`config.mk`:
```
export PLATFORM = sky130hd
export DESIGN_NAME = fft_top_module
export DESIGN_NICKNAME = d
export VERILOG_FILES = /design/src/rtl/fft_pkg.sv /design/src/rtl/fft_butterfly.sv /design/src/rtl/fft_top_module.sv
export SDC_FILE = /design/constraint.sdc
export NUM_CORES = 2
export LEC_CHECK = 0
export ABC_AREA = 0
export BUFFER_PORTS_ARGS = -buffer_cell sky130_fd_sc_hd__buf_2
export CORE_MARGIN = 2
export CORE_UTILIZATION = 34
export DETAILED_ROUTE_END_ITERATION = 16
export PLACE_DENSITY = 0.46
export RECOVER_POWER = 100
export SYNTH_ARGS = -nofsm -noshare
export SYNTH_HDL_FRONTEND = slang
export SYNTH_SLANG_ARGS = --single-unit
```
`constraint.sdc`:
```
create_clock -name clk -period 28.7 [get_ports clk]
set_clock_uncertainty 0.2 [all_clocks]
set_input_delay 5.74 -clock clk [delete_from_list [all_inputs] [get_ports clk]]
set_output_delay 5.74 -clock clk [all_outputs]
set_load 0.005 [all_outputs]
```
`src/rtl/fft_pkg.sv`:
```
`default_nettype none
// ============================================================================
// Module   : fft_pkg
// Brief    : Shared types and constants for the 8-point FFT demo.
// Revision : 1.0
// ============================================================================
package fft_pkg;

    localparam int DW = 16;

    typedef enum logic [2:0] {
        LOAD = 3'd0,
        ST1  = 3'd1,
        ST2  = 3'd2,
        ST3  = 3'd3,
        DONE = 3'd4
    } state_t;

    // W8^k in Q2.14, element k
    localparam logic [3:0][DW-1:0] C_TW_RE = {-16'sd11585, 16'sd0,      16'sd11585, 16'sd16384};
    localparam logic [3:0][DW-1:0] C_TW_IM = {-16'sd11585, -16'sd16384, -16'sd11585, 16'sd0};

    function automatic logic [2:0] bitrev3(input logic [2:0] n);
        return {n[0], n[1], n[2]};
    endfunction

endpackage
`default_nettype wire

```
`src/rtl/fft_butterfly.sv`:
```
`default_nettype none
// ============================================================================
// Module   : fft_butterfly
// Brief    : Combinational radix-2 DIT butterfly, t = W*b, a' = a+t, b' = a-t.
// Revision : 1.0
// ============================================================================
module fft_butterfly #(
    parameter int DW      = 16,
    parameter int TW_FRAC = 14
) (
    input  logic signed [DW-1:0] a_re,
    input  logic signed [DW-1:0] a_im,
    input  logic signed [DW-1:0] b_re,
    input  logic signed [DW-1:0] b_im,
    input  logic signed [DW-1:0] w_re,
    input  logic signed [DW-1:0] w_im,
    output logic signed [DW-1:0] ap_re,
    output logic signed [DW-1:0] ap_im,
    output logic signed [DW-1:0] bp_re,
    output logic signed [DW-1:0] bp_im
);

    localparam int PW = 2*DW + 1;

    logic signed [PW-1:0] w_prod_re;
    logic signed [PW-1:0] w_prod_im;
    logic signed [DW-1:0] w_t_re;
    logic signed [DW-1:0] w_t_im;

    always_comb begin
        w_prod_re = PW'(w_re) * PW'(b_re) - PW'(w_im) * PW'(b_im);
        w_prod_im = PW'(w_re) * PW'(b_im) + PW'(w_im) * PW'(b_re);
        // Truncating shift back to Q8.8; sums wrap in DW bits
        w_t_re    = DW'(w_prod_re >>> TW_FRAC);
        w_t_im    = DW'(w_prod_im >>> TW_FRAC);
        ap_re     = a_re + w_t_re;
        ap_im     = a_im + w_t_im;
        bp_re     = a_re - w_t_re;
        bp_im     = a_im - w_t_im;
    end

endmodule
`default_nettype wire

```
`src/rtl/fft_top_module.sv`:
```
`default_nettype none
// ============================================================================
// Module   : fft_top_module
// Brief    : Runs one 8-point FFT on a ROM after reset; a push switch pages
//            through the 16 result words shown on the LEDs.
// Revision : 1.0
// ============================================================================
module fft_top_module
    import fft_pkg::*;
#(
    parameter logic [63:0] SAMPLES = 64'h00000000_01010101,
    parameter int          TW_FRAC = 14
) (
    input  logic          clk,
    input  logic          reset,
    input  logic          switch,
    output logic [DW-1:0] array
);

    state_t              r_state;
    state_t              w_state_nx;
    logic [7:0][DW-1:0]  r_re;
    logic [7:0][DW-1:0]  r_im;
    logic [1:0]          r_bf;
    logic [2:0]          r_sync;
    logic [3:0]          r_index;

    logic [2:0]          w_ia;
    logic [2:0]          w_ib;
    logic [1:0]          w_k;
    logic                w_rise;
    logic signed [DW-1:0] w_ap_re, w_ap_im, w_bp_re, w_bp_im;

    // Butterfly j of each stage: span 1/2/4, a = group*2*span + pos, b = a + span
    always_comb begin
        w_state_nx = r_state;
        w_ia       = 3'd0;
        w_ib       = 3'd0;
        w_k        = 2'd0;
        case (r_state)
            LOAD: w_state_nx = ST1;
            ST1: begin
                w_ia = {r_bf, 1'b0};
                w_ib = {r_bf, 1'b1};
                if (r_bf == 2'd3) w_state_nx = ST2;
            end
            ST2: begin
                w_ia = {r_bf[1], 1'b0, r_bf[0]};
                w_ib = {r_bf[1], 1'b1, r_bf[0]};
                w_k  = {r_bf[0], 1'b0};
                if (r_bf == 2'd3) w_state_nx = ST3;
            end
            ST3: begin
                w_ia = {1'b0, r_bf};
                w_ib = {1'b1, r_bf};
                w_k  = r_bf;
                if (r_bf == 2'd3) w_state_nx = DONE;
            end
            default: w_state_nx = DONE;
        endcase
    end

    fft_butterfly #(.DW(DW), .TW_FRAC(TW_FRAC)) u_bfly (
        .a_re  ($signed(r_re[w_ia])),
        .a_im  ($signed(r_im[w_ia])),
        .b_re  ($signed(r_re[w_ib])),
        .b_im  ($signed(r_im[w_ib])),
        .w_re  ($signed(C_TW_RE[w_k])),
        .w_im  ($signed(C_TW_IM[w_k])),
        .ap_re (w_ap_re),
        .ap_im (w_ap_im),
        .bp_re (w_bp_re),
        .bp_im (w_bp_im)
    );

    always_ff @(posedge clk or negedge reset) begin
        if (!reset) begin
            r_state <= LOAD;
            r_bf    <= 2'd0;
            r_re    <= '0;
            r_im    <= '0;
        end else begin
            r_state <= w_state_nx;
            if (r_state == LOAD) begin
                // Q8.8 of a sign-extended byte is just the byte over eight zeros
                for (int n = 0; n < 8; n++) begin
                    r_re[bitrev3(3'(n))] <= {SAMPLES[8*n +: 8], 8'h00};
                    r_im[bitrev3(3'(n))] <= '0;
                end
            end else if (r_state != DONE) begin
                r_bf       <= r_bf + 2'd1;
                r_re[w_ia] <= w_ap_re;
                r_im[w_ia] <= w_ap_im;
                r_re[w_ib] <= w_bp_re;
                r_im[w_ib] <= w_bp_im;
            end
        end
    end

    assign w_rise = r_sync[1] & ~r_sync[2];

    always_ff @(posedge clk or negedge reset) begin
        if (!reset) begin
            r_sync  <= 3'b000;
            r_index <= 4'd0;
            array   <= '0;
        end else begin
            r_sync <= {r_sync[1:0], switch};
            if (r_state == DONE) begin
                if (w_rise) r_index <= r_index + 4'd1;
                array <= r_index[0] ? r_im[r_index[3:1]] : r_re[r_index[3:1]];
            end else begin
                array <= '0;
            end
        end
    end

endmodule
`default_nettype wire

```
-- Word-level counts from Yosys, hierarchy flattened
Index checks and enable logic that the tools add are counted.
- bits in registers: 284
- output and inout bits: 16
- word-level logic and storage cells: 95
- $add $sub $neg: 8
- multipliers: 4
- magnitude comparators: 6
- equality and inequality tests: 9
- muxes and demuxes: 37
- bitwise logic cells: 3
- reduce and logical (&&, ||, !) cells: 7
- operators with widths (operator ; number):
    $bwmux 128 ; 4
    $mux 128 ; 4
    $bmux 16 s3 ; 6
    $mux 16 ; 12
    $mul 16x16->30 ; 4
    $demux 16 s3 ; 2
    $bmux 16 s2 ; 2
    $add 16x16->16 ; 2
    $sub 16x16->16 ; 2
    $add 30x30->30 ; 1
    $sub 30x30->30 ; 1
    $pmux 3 s3 ; 2
    $lt 3x4->1 const B ; 3
    $pmux 3 s4 ; 1
    $mux 3 ; 3
    $eq 3x2->1 const B ; 2
    $ge 3x1->1 const B ; 2
    $ne 2x2->1 const B ; 3
    $add 4x1->4 const B ; 1
    $pmux 2 s2 ; 1
    $reduce_and 2->1 ; 2
    $eq 3x1->1 const B ; 1
    $eq 3x3->1 const B ; 1
    $logic_not 3->1 ; 1
    other kinds (9) ; 11

-- Logic depth before layout (Yosys ltp)
- depth in word-level cells: 11
- mapped depth: 52
- gate-level depth less buffers: 46

-- Modules after synthesis
From an unflattened synthesis, not the netlist that was laid out.
- cell total of the unflattened synthesis: 6421
- area total of the unflattened synthesis: 58462.3 um2
- by module, submodules not included (module ; instances ; cells an instance ; area an instance (um2) ; sequential area each (um2)):
    fft_butterfly ; 1 ; 4481 ; 40588.9 ; 0.0
    fft_top_module ; 1 ; 1940 ; 17873.4 ; 7106.8

-- Worst setup path before layout
No wires, ideal clock.
- kind: register to register
- start point: register r_state[1]
- end point: register r_im[31] in the netlist's numbering
- library setup time: 127 ps
- arrival: 11093 ps
- required time: 28373 ps
- path slack: 17280 ps
- cell stages (with the launch flop): 48
- buffers on the path: 6
- clock period less this slack: 11420 ps
- cell sequence: dfrtp_1 buf_2 buf_2 nand2_1 nor2_1 buf_2 buf_1 ha_1 clkbuf_1 inv_1 or2_2 inv_1 fa_1 fa_1 fa_1 inv_1 fa_1 fa_1 [12 not listed] inv_1 a21oi_1 nor2b_1 nor2_1 xnor2_1 ha_1 clkbuf_1 nor3_1 nor2_1 a31oi_1 o21bai_1 a21oi_1 o2bb2ai_1 o31ai_1 a31o_2 xnor3_1 a221oi_1 nor2_1
- longest elaborated chain between the ends: 11
- RTL lines (element ; RTL line ; RTL):
    from (decl) ; fft_top_module.sv:20 ; state_t r_state;
    from (signal assigned) ; fft_top_module.sv:83 ; r_state <= w_state_nx;
    $eq 3x2->1 or $eq 3x1->1 (tied branches) ; fft_top_module.sv:40 ; case (r_state)
    $pmux 3 s3 or $pmux 2 s2 (tied branches) ; fft_top_module.sv:40 ;
    $bmux 16 s3, or another cell as far along ; fft_top_module.sv:67 ; .b_im ($signed(r_im[w_ib])),
    $mux 16, on equally long branches ; n/a ;
    $mul 16x16->30 ; fft_butterfly.sv:32 ; w_prod_im = PW'(w_re) * PW'(b_im) + PW'(w_im) * PW'(b_re);
    $add 30x30->30 ; fft_butterfly.sv:32 ;
    $add 16x16->16 ; fft_butterfly.sv:37 ; ap_im = a_im + w_t_im;
    $bwmux 128 ; fft_top_module.sv:93 ; r_im[w_ia] <= w_ap_im;
    $bwmux 128 ; fft_top_module.sv:95 ; r_im[w_ib] <= w_bp_im;
    $mux 128 ; fft_top_module.sv:90 ; end else if (r_state != DONE) begin
    $mux 128 ; fft_top_module.sv:84 ; if (r_state == LOAD) begin
    to (signal, indexed assignment) ; fft_top_module.sv:93 ;
    to (signal, indexed assignment) ; fft_top_module.sv:95 ;
    to (decl) ; fft_top_module.sv:23 ; logic [7:0][DW-1:0] r_im;
Several ways; a longest one is shown, not always the timed one. The select of a mux whose other input is x is not followed.
A chain may end at the register's enable or synchronous reset.

-- Final worst setup path
- start point: register r_state[2]
- end point: register r_im[13] in the netlist's numbering
The elaborated chain is that of the path after synthesis.

==> flow_summary.toml <==
[cells_and_area]
n_antenna_cell = 0
n_fill_cell = 13900
syn2layout_area_growth_pct = 7.03
multi_input_area_um2 = 34800
seq_area_um2 = 7120
nets = 6047
drive_gt1_share_pct = 5.38

[drt]
vias = 36000
drc = 0
first_iter_violations = 3637
ant_nets = 0
via_per_inst = 5.42
wl_um = 174000
dr.pass1.iters = 5
drt-wirelength-per-cell_um = 26.1

[run]
drv_cap = 8

[worst_setup_path]
cp_slowest_stage_delay_ns = 2.23
crit_required_ns = 28.84
path_buf_inv = 9
reg2reg_slack_ns = 10.49
cp_max_fo = 53
path_class = "register to register"
cp_common_cell = "inv_1"
crit_arrival_ns = 18.35
crit_slowest_cell = "clkbuf_1"
cp_top_family = "compound AO/OA/AOI/OAI gates"
start_kind = "register"
cp-end-kind = "register"

[yosys]
ys.flop_type = "dfrtp_1"
synth_commonest_cells = "inv_1 (1,200), fa_1 (815), ha_1 (402)"
syn_inst = 4908
yosys_warnings = 0
ys_seq_area_share_pct = 15.1
netlist_area_um2 = 47100
async_flop_share_pct = 100
syn_avg_cell_area_um2 = 9.60
synth_seq_cells = 284
synth_area_leaders = "fa_1 (35%), dfrtp_1 (15%), ha_1 (11%)"
yosysMostFrequentCell = "inv_1"
synth.distinct_cells = 82
synth_top_area_share_pct = 34.6
synth_area_leader_cell = "fa_1"
synth_edf_count = 0

[timing]
setup_viol = 0
hold_viol_final = 0
fin_tns_setup_ns = 0
period_share_pct = 63.5
min_period_ns = 18.21
rsz0062_at_grt = "no"
slew_violations = 452
slew_headroom_pct = -392
fmax_ghz = 0.0549
worst-slew-pin-transition_ns = 7.38

[floorplan]
start_util_pct = 34.3
rows = 136
die_h_um = 376
die_area_um2 = 142000
die_x_um = 376
core_area_um2 = 137000
ios = 19

[clocking]
cts.clk_slew.worst_paths_ns = 0.06
cts_setup_buffers = 0
cts.sinks = 284
cts_max_level = 2
clock_tree.root_cell = "clkbuf_16"
cts_hold_buf = 0
clk_latency_ns = 0.56
clk_path_buf_depth = 3
numCtsBuffers = 36
tritoncts = "built"
cts_resized = 0

[global_route]
grt_pass1_wl_um = 262000
grtUsageTotal_pct = 25.0
grt_max_degree = 131
grt_pass1_vias = 37400
antenna_found_initial = 5
grt_overflow = 0

[outcome]
violations = "max-capacitance violations, max-slew violations"
status = "finished with violations"

[placed_design]
place.gp.congestion = 0.903
dp_hpwl_um = 136000
portBuffers = 18

[min_path]
hold_path.class = "register to register"
## sequential cells by signal (all words and copies together) (netlist names)
| signal | count |
|---|---|
| r_index | 4 |
| r_bf | 2 |
| r_im | 128 |
| r_sync | 3 |
| r_state | 3 |
| r_re | 128 |
| array | 16 |
## routing by layer
layer | up-vias | share of wire, % | routed length (um) | track usage [%]
met1 | 18700 | 45 | 77700 | 36.1
li1 | 15700 | - | - | -
met2 | 1403 | 45 | 77600 | 38.5
met5 | - | 0.016 | 27 | 0
met4 | 4 | 4.0 | 6950 | 8.37
met3 | 257 | 6.6 | 11400 | 3.38
## final cells by class
type,instances,area share [%]
Multi-Input combinational cell,3203,68.9
Sequential cell,284,14.1
Inverter,1201,8.94
Tap cell,1794,4.45
Clock buffer,54,2.08
Timing Repair Buffer,101,1.27
Clock inverter,7,0.268
## cells in the final DEF (no fill, tap or decap), types with 29 or more instances in the layout
| cell type | count |
|---|---|
| clkbuf_16 | 37 |
| buf_4 | 68 |
| nor2_1 | 284 |
| mux4_2 | 80 |
| o22ai_1 | 130 |
| a211oi_1 | 29 |
| ha_1 | 402 |
| o22a_1 | 58 |
| xnor2_1 | 137 |
| nor3_1 | 76 |
| fa_1 | 815 |
| clkbuf_1 | 41 |
| o221ai_1 | 41 |
| a311oi_1 | 78 |
| dfrtp_1 | 281 |
| nand2_1 | 199 |
| o21ai_0 | 156 |
| nand3_1 | 67 |
| a21oi_1 | 220 |
| inv_1 | 1200 |
## kinds of logic (layout without fill, tap and decap cells)
family | after synthesis | in the layout | share of synthesized area, %
AO/OA/AOI/OAI | 926 | 926 | 13.2
buffers and inverters | 1424 | 1363 | 11.4
XOR/XNOR | 169 | 169 | 3.26
adder cells (fa/ha/maj) | 1217 | 1217 | 45.3
multiplexers | 99 | 99 | 4.24
flip-flops | 284 | 284 | 15.1
other | 1 | 4 | 0.00796
AND/OR/NAND/NOR | 788 | 788 | 7.58
## metrics by stage
step	area [um2]	hold slack (ns)	worst slack (ns)	util [%]	std cells
after floorplan	47100	0.131	17.28	-	4911
after global placement	49400	0.147	14.30	35.9	6583
after detailed placement	49400	0.148	14.39	35.9	6583
after CTS	50600	0.162	14.27	36.8	6644
after global routing	50400	0.162	8.31	36.7	6644
final	50400	0.155	10.49	36.7	6644
## final timing paths
| kind | from | end | cells after the start |
|---|---|---|---|
| max | r_state[2]$_DFFE_PN0P_ | r_im[13]$_DFFE_PN0P_ | 41 |
| min | r_sync[0]$_DFF_PN0_ | r_sync[1]$_DFF_PN0_ | 0 |
| max reg2reg | r_state[2]$_DFFE_PN0P_ | r_im[13]$_DFFE_PN0P_ | 41 |
| min reg2reg | r_sync[0]$_DFF_PN0_ | r_sync[1]$_DFF_PN0_ | 0 |
| max in group asynchronous | reset | array[14]$_DFF_PN0_ | 3 |
| min in group asynchronous | reset | array[0]$_DFF_PN0_ | 1 |
Power is not shown: default switching activity piles up to over one toggle a cycle in this logic, so the estimate is an artifact.
